File: src/rtl/throw_pkg.sv
// ============================================================================
//  Module   : throw_pkg
//  Purpose  : Shared throw-meter state encoding and default power/bar sizing.
//  Revision : 1.0  initial release
// ============================================================================
`default_nettype none

package throw_pkg;

    typedef enum logic [1:0] {
        IDLE   = 2'd0,
        CHARGE = 2'd1,
        LAUNCH = 2'd2,
        DONE   = 2'd3
    } state_t;

    // Defaults shared with the projectile and HUD blocks
    localparam int DEF_PWR_MAX   = 100;
    localparam int DEF_PWR_W     = 7;
    localparam int DEF_BAR_SCALE = 2;
    localparam int DEF_BAR_W     = 10;

endpackage

`default_nettype wire

File: src/rtl/tick_gen.sv
// ============================================================================
//  Module   : tick_gen
//  Purpose  : Free-running divider; one-cycle tick every DIV enabled cycles.
//  Revision : 1.0  initial release
// ============================================================================
`default_nettype none

module tick_gen #(
    parameter int DIV = 10
) (
    input  logic clk,
    input  logic rst,
    input  logic en,
    output logic tick
);

    localparam int CW = (DIV > 1) ? $clog2(DIV) : 1;

    logic [CW-1:0] count;
    logic          at_top;

    assign at_top = (count == CW'(DIV - 1));
    assign tick   = en && at_top;

    // Dropping enable restarts the period so each charge starts from a fresh count
    always_ff @(posedge clk) begin
        if (rst || !en) begin
            count <= '0;
        end else if (at_top) begin
            count <= '0;
        end else begin
            count <= count + CW'(1);
        end
    end

endmodule

`default_nettype wire

File: src/rtl/throw_power_meter.sv
// ============================================================================
//  Module   : throw_power_meter
//  Purpose  : Ping-pong power meter; latches power on release, hands off over valid/ready.
//  Revision : 1.0  initial release
// ============================================================================
`default_nettype none

module throw_power_meter
    import throw_pkg::*;
#(
    parameter int CLK_HZ    = 65000000,
    parameter int STEP_HZ   = 100,
    parameter int PWR_MAX   = DEF_PWR_MAX,
    parameter int PWR_W     = DEF_PWR_W,
    parameter int BAR_SCALE = DEF_BAR_SCALE,
    parameter int BAR_W     = DEF_BAR_W
) (
    input  logic             clk,
    input  logic             rst,
    input  logic             dog_turn,
    input  logic             enable_draw,
    input  logic             throw_enable,
    input  logic             throw_ready,
    output logic             throw_valid,
    output logic [PWR_W-1:0] throw_power,
    output logic [PWR_W-1:0] power,
    output logic [BAR_W-1:0] power_bar,
    output logic             meter_visible
);

    localparam int TICK_DIV = CLK_HZ / STEP_HZ;

    state_t           state, state_next;
    logic             dir_down, dir_down_next;
    logic [PWR_W-1:0] power_next;
    logic [PWR_W-1:0] throw_power_next;
    logic             tick_en;
    logic             tick;

    // Counter only runs while charging continues, so any exit leaves it at zero
    assign tick_en = (state == CHARGE) && dog_turn && enable_draw;

    tick_gen #(
        .DIV (TICK_DIV)
    ) u_tick_gen (
        .clk  (clk),
        .rst  (rst),
        .en   (tick_en),
        .tick (tick)
    );

    always_comb begin
        state_next       = state;
        dir_down_next    = dir_down;
        power_next       = power;
        throw_power_next = throw_power;

        if (!dog_turn) begin
            state_next       = IDLE;
            dir_down_next    = 1'b0;
            power_next       = '0;
            throw_power_next = '0;
        end else begin
            case (state)
                IDLE: begin
                    dir_down_next = 1'b0;
                    power_next    = '0;
                    if (enable_draw) begin
                        state_next = CHARGE;
                    end
                end

                CHARGE: begin
                    if (!enable_draw) begin
                        // Release takes the pre-tick value; tick is gated off anyway
                        if (throw_enable) begin
                            throw_power_next = power;
                            state_next       = LAUNCH;
                        end else begin
                            state_next    = IDLE;
                            dir_down_next = 1'b0;
                            power_next    = '0;
                        end
                    end else if (tick) begin
                        if (!dir_down) begin
                            if (power == PWR_W'(PWR_MAX)) begin
                                dir_down_next = 1'b1;
                                power_next    = PWR_W'(PWR_MAX - 1);
                            end else begin
                                power_next = power + PWR_W'(1);
                            end
                        end else begin
                            if (power == '0) begin
                                dir_down_next = 1'b0;
                                power_next    = PWR_W'(1);
                            end else begin
                                power_next = power - PWR_W'(1);
                            end
                        end
                    end
                end

                LAUNCH: begin
                    if (throw_ready) begin
                        state_next = DONE;
                    end
                end

                DONE: begin
                    if (!throw_enable) begin
                        state_next    = IDLE;
                        dir_down_next = 1'b0;
                        power_next    = '0;
                    end
                end

                default: begin
                    state_next = IDLE;
                    power_next = '0;
                end
            endcase
        end
    end

    always_ff @(posedge clk) begin
        if (rst) begin
            state         <= IDLE;
            dir_down      <= 1'b0;
            power         <= '0;
            power_bar     <= '0;
            throw_power   <= '0;
            throw_valid   <= 1'b0;
            meter_visible <= 1'b0;
        end else begin
            state         <= state_next;
            dir_down      <= dir_down_next;
            power         <= power_next;
            power_bar     <= BAR_W'(power_next) * BAR_W'(BAR_SCALE);
            throw_power   <= throw_power_next;
            throw_valid   <= (state_next == LAUNCH);
            meter_visible <= (state_next != IDLE);
        end
    end

endmodule

`default_nettype wire

File: config.mk
export PLATFORM = sky130hd
export DESIGN_NAME = throw_power_meter
export DESIGN_NICKNAME = d
export VERILOG_FILES = /design/src/rtl/throw_pkg.sv /design/src/rtl/tick_gen.sv /design/src/rtl/throw_power_meter.sv
export SDC_FILE = /design/constraint.sdc
export NUM_CORES = 1
export LEC_CHECK = 0
export ABC_CLOCK_PERIOD_IN_PS = 2500
export CORE_MARGIN = 2
export CORE_UTILIZATION = 48
export DETAILED_ROUTE_END_ITERATION = 12
export HOLD_SLACK_MARGIN = 0.03
export PLACE_DENSITY = 0.75
export SYNTH_ARGS = -nofsm -noshare
export SYNTH_HDL_FRONTEND = slang
export SYNTH_SLANG_ARGS = --single-unit
File: constraint.sdc
create_clock -name clk -period 2.5 [get_ports clk]
set_clock_uncertainty 0.2 [all_clocks]
set_input_delay 0.25 -clock clk [delete_from_list [all_inputs] [get_ports clk]]
set_output_delay 0.25 -clock clk [all_outputs]
set_load 0.02 [all_outputs]
# After elaboration in Yosys (flattened, before gate mapping)
# Index checks and enable logic that the tools add are counted.
[word_totals] regBits=42 inputBits=6 output_inout_bits=26 elab_cells=55
[op_classes] add_sub_neg=3 n_eq_ne=7 mux=22 n_bitwise=2 reduce_logical=13
[op_table] operator="$mux W7" n=7
[op_table] operator="$pmux W7 S3" n=1
[op_table] operator="$add A20 B1 Y20 const B" n=1
[op_table] operator="$eq A20 B20 Y1 const B" n=1
[op_table] operator="$mux W2" n=6
[op_table] operator="$pmux W2 S4" n=1
[op_table] operator="$add A7 B1 Y7 const B" n=1
[op_table] operator="$eq A7 B7 Y1 const B" n=1
[op_table] operator="$logic_not A7 Y1" n=1
[op_table] operator="$sub A7 B1 Y7 const B" n=1
[op_table] operator="$eq A2 B2 Y1 const B" n=3
[op_table] operator="$mux W1" n=6
[op_table] operator="$reduce_or A2 Y1" n=2
[op_table] operator="$logic_and A1 B1 Y1" n=3
[op_table] operator="$ne A3 B3 Y1 const B" n=1
[op_table] operator="$pmux W1 S3" n=1
[op_table] operator="$reduce_and A3 Y1" n=1
[op_table] operator="$reduce_bool A3 Y1" n=1
[op_table] operator="$eq A2 B1 Y1 const B" n=1
[op_table] operator="$logic_not A2 Y1" n=1
[op_table] operator="$not A1 Y1" n=2
[op_table] operator="$reduce_and A2 Y1" n=1
[op_table] operator="$reduce_bool A2 Y1" n=1
[op_table] operator="$logic_not A1 Y1" n=1
[op_table] operator="$logic_or A1 B1 Y1" n=1

# Longest topological paths before layout
# Gate-level depths: netlist of the first run.
[logic_depth] ltp_word=8 mapped_depth=8

# Modules after synthesis
# A second synthesis of the first run with hierarchy kept.
[hier_totals] hier_cells=276 hier_area_um2=2316.0
[modules_own_cells] module="throw_power_meter" n_inst=1 cells_per_inst=168 area_each_um2=1372.6 seq_area_each_um2=380.4
[modules_own_cells] module="tick_gen" n_inst=1 cells_per_inst=108 area_each_um2=943.4 seq_area_each_um2=400.4

# Least setup slack after synthesis of the first run
# Ideal clock, no wire load.
[synth_timing] kind="register -> register" start="register, netlist name power_bar[1]" end="register power_bar[2]" t_arrival_ns=2.248 t_required_ns=2.226 slack_ns=-0.022 path_stages_with_launch=9 synth_period_minus_slack_ns=2.522 path_cell_list="dfxtp_1 > clkbuf_1 > inv_1 > ha_1 > nor2b_1 > a311oi_1 > o311a_1 > or4b_1 > a31oi_1"
[synth_lines] item="to (signal assigned)" line_no="throw_power_meter.sv:138" source="power_bar <= BAR_W'(power_next) * BAR_W'(BAR_SCALE);"
[synth_lines] item="to (decl)" line_no="throw_power_meter.sv:27" source="output logic [BAR_W-1:0] power_bar,"

==> results.txt, run 1 <==
----------------------------------------------------
[Run status]
  Status ... finished, final reports clean

[Clock network]
  Clock slew seen by the registers of the worst setup and hold paths ... 0.08 ns
  Count of hold-fix buffers inserted at cts ... 0
  TritonCTS clock tree ... done
  Clock Latency Late Sink ... 0.29 ns
  Num Clock Sinks ... 39
  Setup repair bufs after CTS ... 0
  Number of buffers on the longest clock path ... 2
  Number of buffers added by the clock tree synthesis step ... 5
  Quantity of gates resized following cts ... 0
  Master cell of the clock root buffer ... clkbuf_8
  Maximum level of the CTS H-tree ... 2

[Synthesis]
  Warning count from the yosys run ... 0
  Share of async-settable or async-resettable flops after synthesis ... 0
  Share of the synthesized netlist area taken by xor and xnor gates ... 0.0660
  Netlist Area Pre-Place ... 2120 sq um
  Post-synthesis simple-gate area fraction ... 0.270
  Number of synthesized flops with an enable pin ... 0
  Dominant combinational cell family by area after synthesis ... simple AND/OR/NAND/NOR gates
  Arithmetic-cell share of the synthesized area counting full adders, half adders and majority gates ... 0.0177
  Yosys cell types ... 49
  Fraction of the mapped netlist area in compound gates ... 0.140
  Post-synth top flop ... dfxtp_1
  Number of storage elements in the synthesis netlist ... 39
  Sequential share of the synthesized area ... 0.368
  Post-Syn Area per Cell ... 8.36 sq um
  Post-synthesis cell count ... 254
  Mux share of post-synthesis cell area ... 0.0536

[Timing]
  Pins Over Slew Limit ... 0
  Clock period minus worst slack ... 2.37 ns
  Setup repair after global routing missed its margin ... false
  Worst hold margin ... 0.248 ns
  Maximum clock rate ... 0.422 GHz
  Final-report hold violation count ... 0
  # setup viols final ... 0
  Smallest setup slack after layout ... 0.131 ns
  Final critical-path share of the clock period ... 0.948
  Post-Route Setup TNS ... 0 ns

[Route]
  Count of nets left with antenna violations after detail routing ... 0
  Met2 WL post-DR ... 2.23 mm
  Number of detailed-routing iterations run before antenna repair ... 4
  Wire length the detailed router placed on met1 ... 2.09 mm
  Via density ... 5.65
  Violation count after the first detailed-routing iteration ... 248
  Total via count in the routed design ... 1877
  Detail-routed net length per standard cell ... 14.1 um
  Met3 WL post-DR ... 296 um
  Number of remaining DRC errors ... 0
  Uppermost layer routed ... met4
  Final WL ... 4.68 mm

[Power and ir drop]
  Maximum ir drop on the vdd rail ... 0.000326 V
  Internal power ... 897 uW
  Power, Total ... 1140 uW
  Share of total power in sequential cells ... 0.550
  Leakage power of the design ... 0.000858 uW
  Areal power density over the cells ... 448 nW/um^2
  Net switching fraction of the power ... 0.211
  Clock network fraction of total power ... 0.405
  Net Sw Power ... 240 uW
  Comb pwr share ... 0.045

[Final layout]
  Post-layout instance count excluding filler cells ... 332
  Number of nets in the layout ... 288
  Share of cells above drive strength 1 ... 0.100
  Antenna cell count ... 0
  Synth-to-layout area growth ... 19.6%

[Floorplanning]
  Starting utilization of the core area ... 0.494
  Die outline height ... 70.5 um
  Number of primary I/O pins ... 32
  Core Box Area ... 4290 sq um
  Number of cell rows ... 24
  Die width ... 70.5 um
  Die outline area ... 4970 sq um

[Placement]
  Detail Placement HPWL ... 3.31 mm
  Routability cong. ... 0.913
  Cell count after placement ... 324
  Number of buffer cells added on primary ports ... 28
  Placement Setup Slack ... 0.265 ns

[Global routing]
  Global-route wire length before repair ... 7.97 mm
  Initial antenna violation count ... 0
  Vias in the first global route ... 1730
  GRT Residual Overflow ... 0
  Global-route total usage across every layer ... 0.198
  Largest net degree at the start of global routing ... 21

[Worst setup path]
  Kind of end point of the critical path ... flip-flop
  WP data required ... 2.52 ns
  Type of the worst setup path ... reg2reg
  Kind of start point of the critical path ... flip-flop
  Arrival time at the worst endpoint ... 2.39 ns
  Largest fanout on the critical path ... 7

[Worst hold path]
  Hold Path Class ... reg2reg

[Flow run]
  Number of maximum-capacitance constraint violations ... 0

----------------------------------------------------
[layout make-up]
type | count | area (sq um)
inverters | 13 | 48.8
repair buffers | 40 | 370
flip-flops and latches | 39 | 781
multi-input cells | 180 | 1170
clock buffers | 8 | 100
fillers | 404 | 1760
well taps | 52 | 65.1
[sequential cells by signal (all words and copies together), names as in the netlist]
| signal | flops |
|---|---|
| state | 2 |
| throw_valid | 1 |
| power_bar | 7 |
| u_tick_gen.count | 20 |
| dir_down | 1 |
| throw_power | 7 |
| meter_visible | 1 |
[logic make-up after synthesis]
group / Yosys count
AOI/OAI and AO/OA: 42
muxes: 10
adders and majority gates: 3
and+or+nand+nor: 106
xor gates and xnor gates: 16
other: 1
DFF: 39
buffers and inverters: 37
[stage by stage]
| stage | area, sq um | utilization |
|---|---|---|
| finish | 2540 | 0.591 |
| global route | 2540 | 0.591 |
| CTS | 2540 | 0.591 |
| detailed placement | 2440 | 0.568 |
| global placement | 2440 | 0.568 |
| floorplan | 2130 | - |
[routing by layer]
layer,track usage,vias up
li1,-,929
met1,0.263,870
met2,0.319,69
met3,0.0390,9
met4,0.0726,0
met5,0,-
[cells in the final DEF (no fill, tap or decap), drive strengths merged, types with 2 or more instances in the layout]
cell type / instances
inv: 13
o21ai: 10
buf: 12
clkdlybuf4s50: 28
dfxtp: 39
nand4b: 2
a21oi: 8
or3: 5
a2111oi: 2
a22o: 4
a31oi: 5
nor3b: 3
ha: 3
mux2i: 8
and3: 4
nand2: 16
nor3: 6
xnor2: 14
and4b: 2
nor2: 35
a21o: 3
nor2b: 5
a311oi: 2
nand2b: 2
conb: 3
nand3: 13
nor4: 3
a32o: 2
o211ai: 2
xor2: 2
clkbuf: 8
nand4: 4
[critical path: stages (launching register included)]
cell and delay, ns:
dfxtp_1 0.34, inv_1 0.11, ha_1 0.19, nor2b_1 0.38
and3_1 0.28, o311a_1 0.19, or4b_1 0.43, a31oi_1 0.18
[Yosys cell counts, types with 2 or more instances]
master | count | area, sq um
and4b_1 | 2 | 20.0
nand2b_1 | 2 | 12.5
a21oi_1 | 8 | 40.0
nor2b_1 | 5 | 31.3
buf_4 | 10 | 75.1
a311oi_1 | 2 | 17.5
nor3_1 | 6 | 30.0
a21o_1 | 2 | 15.0
nand4_1 | 4 | 25.0
xor2_1 | 2 | 17.5
inv_1 | 13 | 48.8
xnor2_1 | 14 | 123
nand3_1 | 13 | 65.1
ha_1 | 3 | 37.5
mux2i_1 | 8 | 80.1
nor4_1 | 2 | 12.5
a22o_1 | 4 | 35.0
nand2_1 | 16 | 60.1
clkbuf_1 | 13 | 48.8
nor2_1 | 35 | 131
nand4b_1 | 2 | 17.5
and3_1 | 4 | 25.0
a31oi_1 | 4 | 25.0
a32o_1 | 2 | 20.0
nor3b_1 | 2 | 15.0
o211ai_1 | 2 | 15.0
o21ai_0 | 10 | 50.1
dfxtp_1 | 39 | 781
or3_1 | 5 | 31.3
[final timing paths]
| path | startpoint | to | slack (ns) | cells past startpoint |
|---|---|---|---|---|
| min | u_tick_gen.count[0] | u_tick_gen.count[0] | 0.25 | 1 |
| max | power_bar[1] | power_bar[2] | 0.13 | 7 |
| max reg2reg | power_bar[1] | power_bar[2] | 0.13 | 7 |
| min reg2reg | u_tick_gen.count[0] | u_tick_gen.count[0] | 0.25 | 1 |
[power by group through the flow]
| stage | Combinational, uW | Clock, uW | Sequential [uW] |
|---|---|---|---|
| 2_1_floorplan | 33.4 | 0 | 640 |
| 3_3_place_gp | 50.3 | 0 | 640 |
| 3_5_place_dp | 50.0 | 0 | 640 |
| 4_1_cts | 50.5 | 470 | 626 |
| 5_1_grt | 55.5 | 500 | 626 |
| 6_report | 51.0 | 460 | 626 |
(Power assumes the default switching activity.)
==> run 2, diff against run 1 <==
Settings changed: REMOVE_ABC_BUFFERS set to 1.
==> run 2 against run 1 <==
  * Worst setup slack improved by 0.12 ns
  * Power decreased by 2.1%
  * Core utilization decreased by 0.29 points
  * Final cell count decreased by 0.30%
  * Flip-flop and latch count unchanged
  * Die area unchanged
  * Combinational power increased by 2%
  * Sequential share of layout area increased by 0.15 points
  * Critical path depth decreased by 2
  * Clock-buffer cell count decreased by 2
==> results.txt, run 2 (synthesis gave the netlist of run 1 again) <==
----------------------------------------------------
[Final layout]
  Post-layout instance count excluding filler cells ... 331
  Largest registers ... u_tick_gen.count (20), power_bar (7), throw_power (7)
  Register bank with the most flops ... u_tick_gen.count
  Number of nets in the layout ... 288
  Leading cell type in the layout, fill and taps excluded ... dfxtp_1
  Antenna cell count ... 0
  Synth-to-layout area growth ... 19.0%
  Commonest cells after routing, fill and taps aside ... 39 x dfxtp_1, 35 x nor2_1, 28 x clkdlybuf4s50_1
  Largest register FFs ... 20
  Share of cells above drive strength 1 ... 0.100

[Route]
  Final WL ... 4.66 mm
  Detail-routed net length per standard cell ... 14.1 um
  Via density ... 5.62
  Violation count after the first detailed-routing iteration ... 114
  Number of detailed-routing iterations run before antenna repair ... 4
  Number of remaining DRC errors ... 0
  Total via count in the routed design ... 1860
  Count of nets left with antenna violations after detail routing ... 0

[Worst setup path]
  Arrival time at the worst endpoint ... 2.28 ns
  Cell family with most CP delay ... simple AND/OR/NAND/NOR gates
  Kind of start point of the critical path ... flip-flop
  Critical-path cell list ... or4bb_1 > nor3b_4 > a31oi_2 > or4b_1 > a31oi_1
  Max stage delay cell, worst path ... or4bb_1
  WP data required ... 2.52 ns
  Type of the worst setup path ... reg2reg
  Worst Path Buf+Inv ... 0
  Kind of end point of the critical path ... flip-flop
  Max stage delay on crit path ... 0.55 ns
  Largest fanout on the critical path ... 5

[Global routing]
  GRT Residual Overflow ... 0
  Global-route wire length before repair ... 8.22 mm
  Global-route total usage across every layer ... 0.207
  Vias in the first global route ... 1817
  Largest net degree at the start of global routing ... 21
  Initial antenna violation count ... 0

[Placement]
  Cell count after placement ... 324
  Detail Placement HPWL ... 3.44 mm
  Placement Setup Slack ... 0.247 ns
  Number of buffer cells added on primary ports ... 28
  Routability cong. ... 0.882

[Timing]
  Maximum clock rate ... 0.444 GHz
  # setup viols final ... 0
  Final-report hold violation count ... 0
  Setup repair after global routing missed its margin ... false
  Clock period minus worst slack ... 2.25 ns
  Pins Over Slew Limit ... 0
  Final critical-path share of the clock period ... 0.901
  Smallest setup slack after layout ... 0.247 ns

[Power and ir drop]
  Areal power density over the cells ... 441 nW/um^2
  Maximum ir drop on the vdd rail ... 0.000265 V
  Leakage power of the design ... 0.000852 uW

[Floorplanning]
  Die outline height ... 70.5 um
  Core Box Area ... 4290 sq um
  Starting utilization of the core area ... 0.494
  Die width ... 70.5 um
  Number of cell rows ... 24
  Number of primary I/O pins ... 32
  Die outline area ... 4970 sq um

[Clock network]
  Clock slew seen by the registers of the worst setup and hold paths ... 0.08 ns
  Clock Latency Late Sink ... 0.30 ns
  Quantity of gates resized following cts ... 0
  Number of buffers added by the clock tree synthesis step ... 5
  Count of hold-fix buffers inserted at cts ... 0
  Master cell of the clock root buffer ... clkbuf_8
  Setup repair bufs after CTS ... 0
  TritonCTS clock tree ... done
  Maximum level of the CTS H-tree ... 2
  Number of buffers on the longest clock path ... 2
  Num Clock Sinks ... 39

[Worst hold path]
  Hold Path Class ... reg2reg

[Flow run]
  Number of maximum-capacitance constraint violations ... 0

[Run status]
  Status ... finished, final reports clean

----------------------------------------------------
## run 2: cell type report
cell class | count | area [sq um]
timing repair buffer | 40 | 370
sequential | 39 | 781
fill | 419 | 1770
tap | 52 | 65.1
multi-input combinational | 180 | 1170
clock buffer | 6 | 82.6
inverter | 13 | 48.8
clock inverter | 1 | 5.00
## run 2: where the power goes
part	switching (uW)	total (uW)	internal (uW)	leakage [uW]
Clock	219	435	216	0.0000470
Combinational	29.7	51.9	22.2	0.000491
Sequential	2.67	626	623	0.000314
## run 2: layer usage
layer / wire, um / track usage / part of all wire / vias to the layer above
met2: 2370 / 0.346 / 0.51 / 45
met1: 2050 / 0.256 / 0.44 / 886
li1: - / - / - / 924
met5: 0 / 0 / 0 / -
met3: 196 / 0.0548 / 0.042 / 5
met4: 48 / 0.0791 / 0.010 / 0
## run 2: worst paths after layout
path	from	end	slack [ns]	cells after the start
min	u_tick_gen.count[0]	u_tick_gen.count[0]	0.24	1
max reg2reg	u_tick_gen.count[10]	power_bar[2]	0.25	5
min reg2reg	u_tick_gen.count[0]	u_tick_gen.count[0]	0.24	1
max	u_tick_gen.count[10]	power_bar[2]	0.25	5
## run 2: through the flow
| stage | util | setup TNS (ns) | area [sq um] | total power, uW | hold slack (ns) |
|---|---|---|---|---|---|
| CTS | 0.588 | 0 | 2530 | 1120 | 0.247 |
| global placement | 0.568 | 0 | 2440 | 691 | 0.229 |
| detailed placement | 0.568 | 0 | 2440 | 692 | 0.237 |
| finish | 0.588 | 0 | 2530 | 1110 | 0.241 |
| global route | 0.588 | 0 | 2530 | 1160 | 0.276 |
| floorplan | - | -0.0731 | 2000 | 668 | 0.213 |
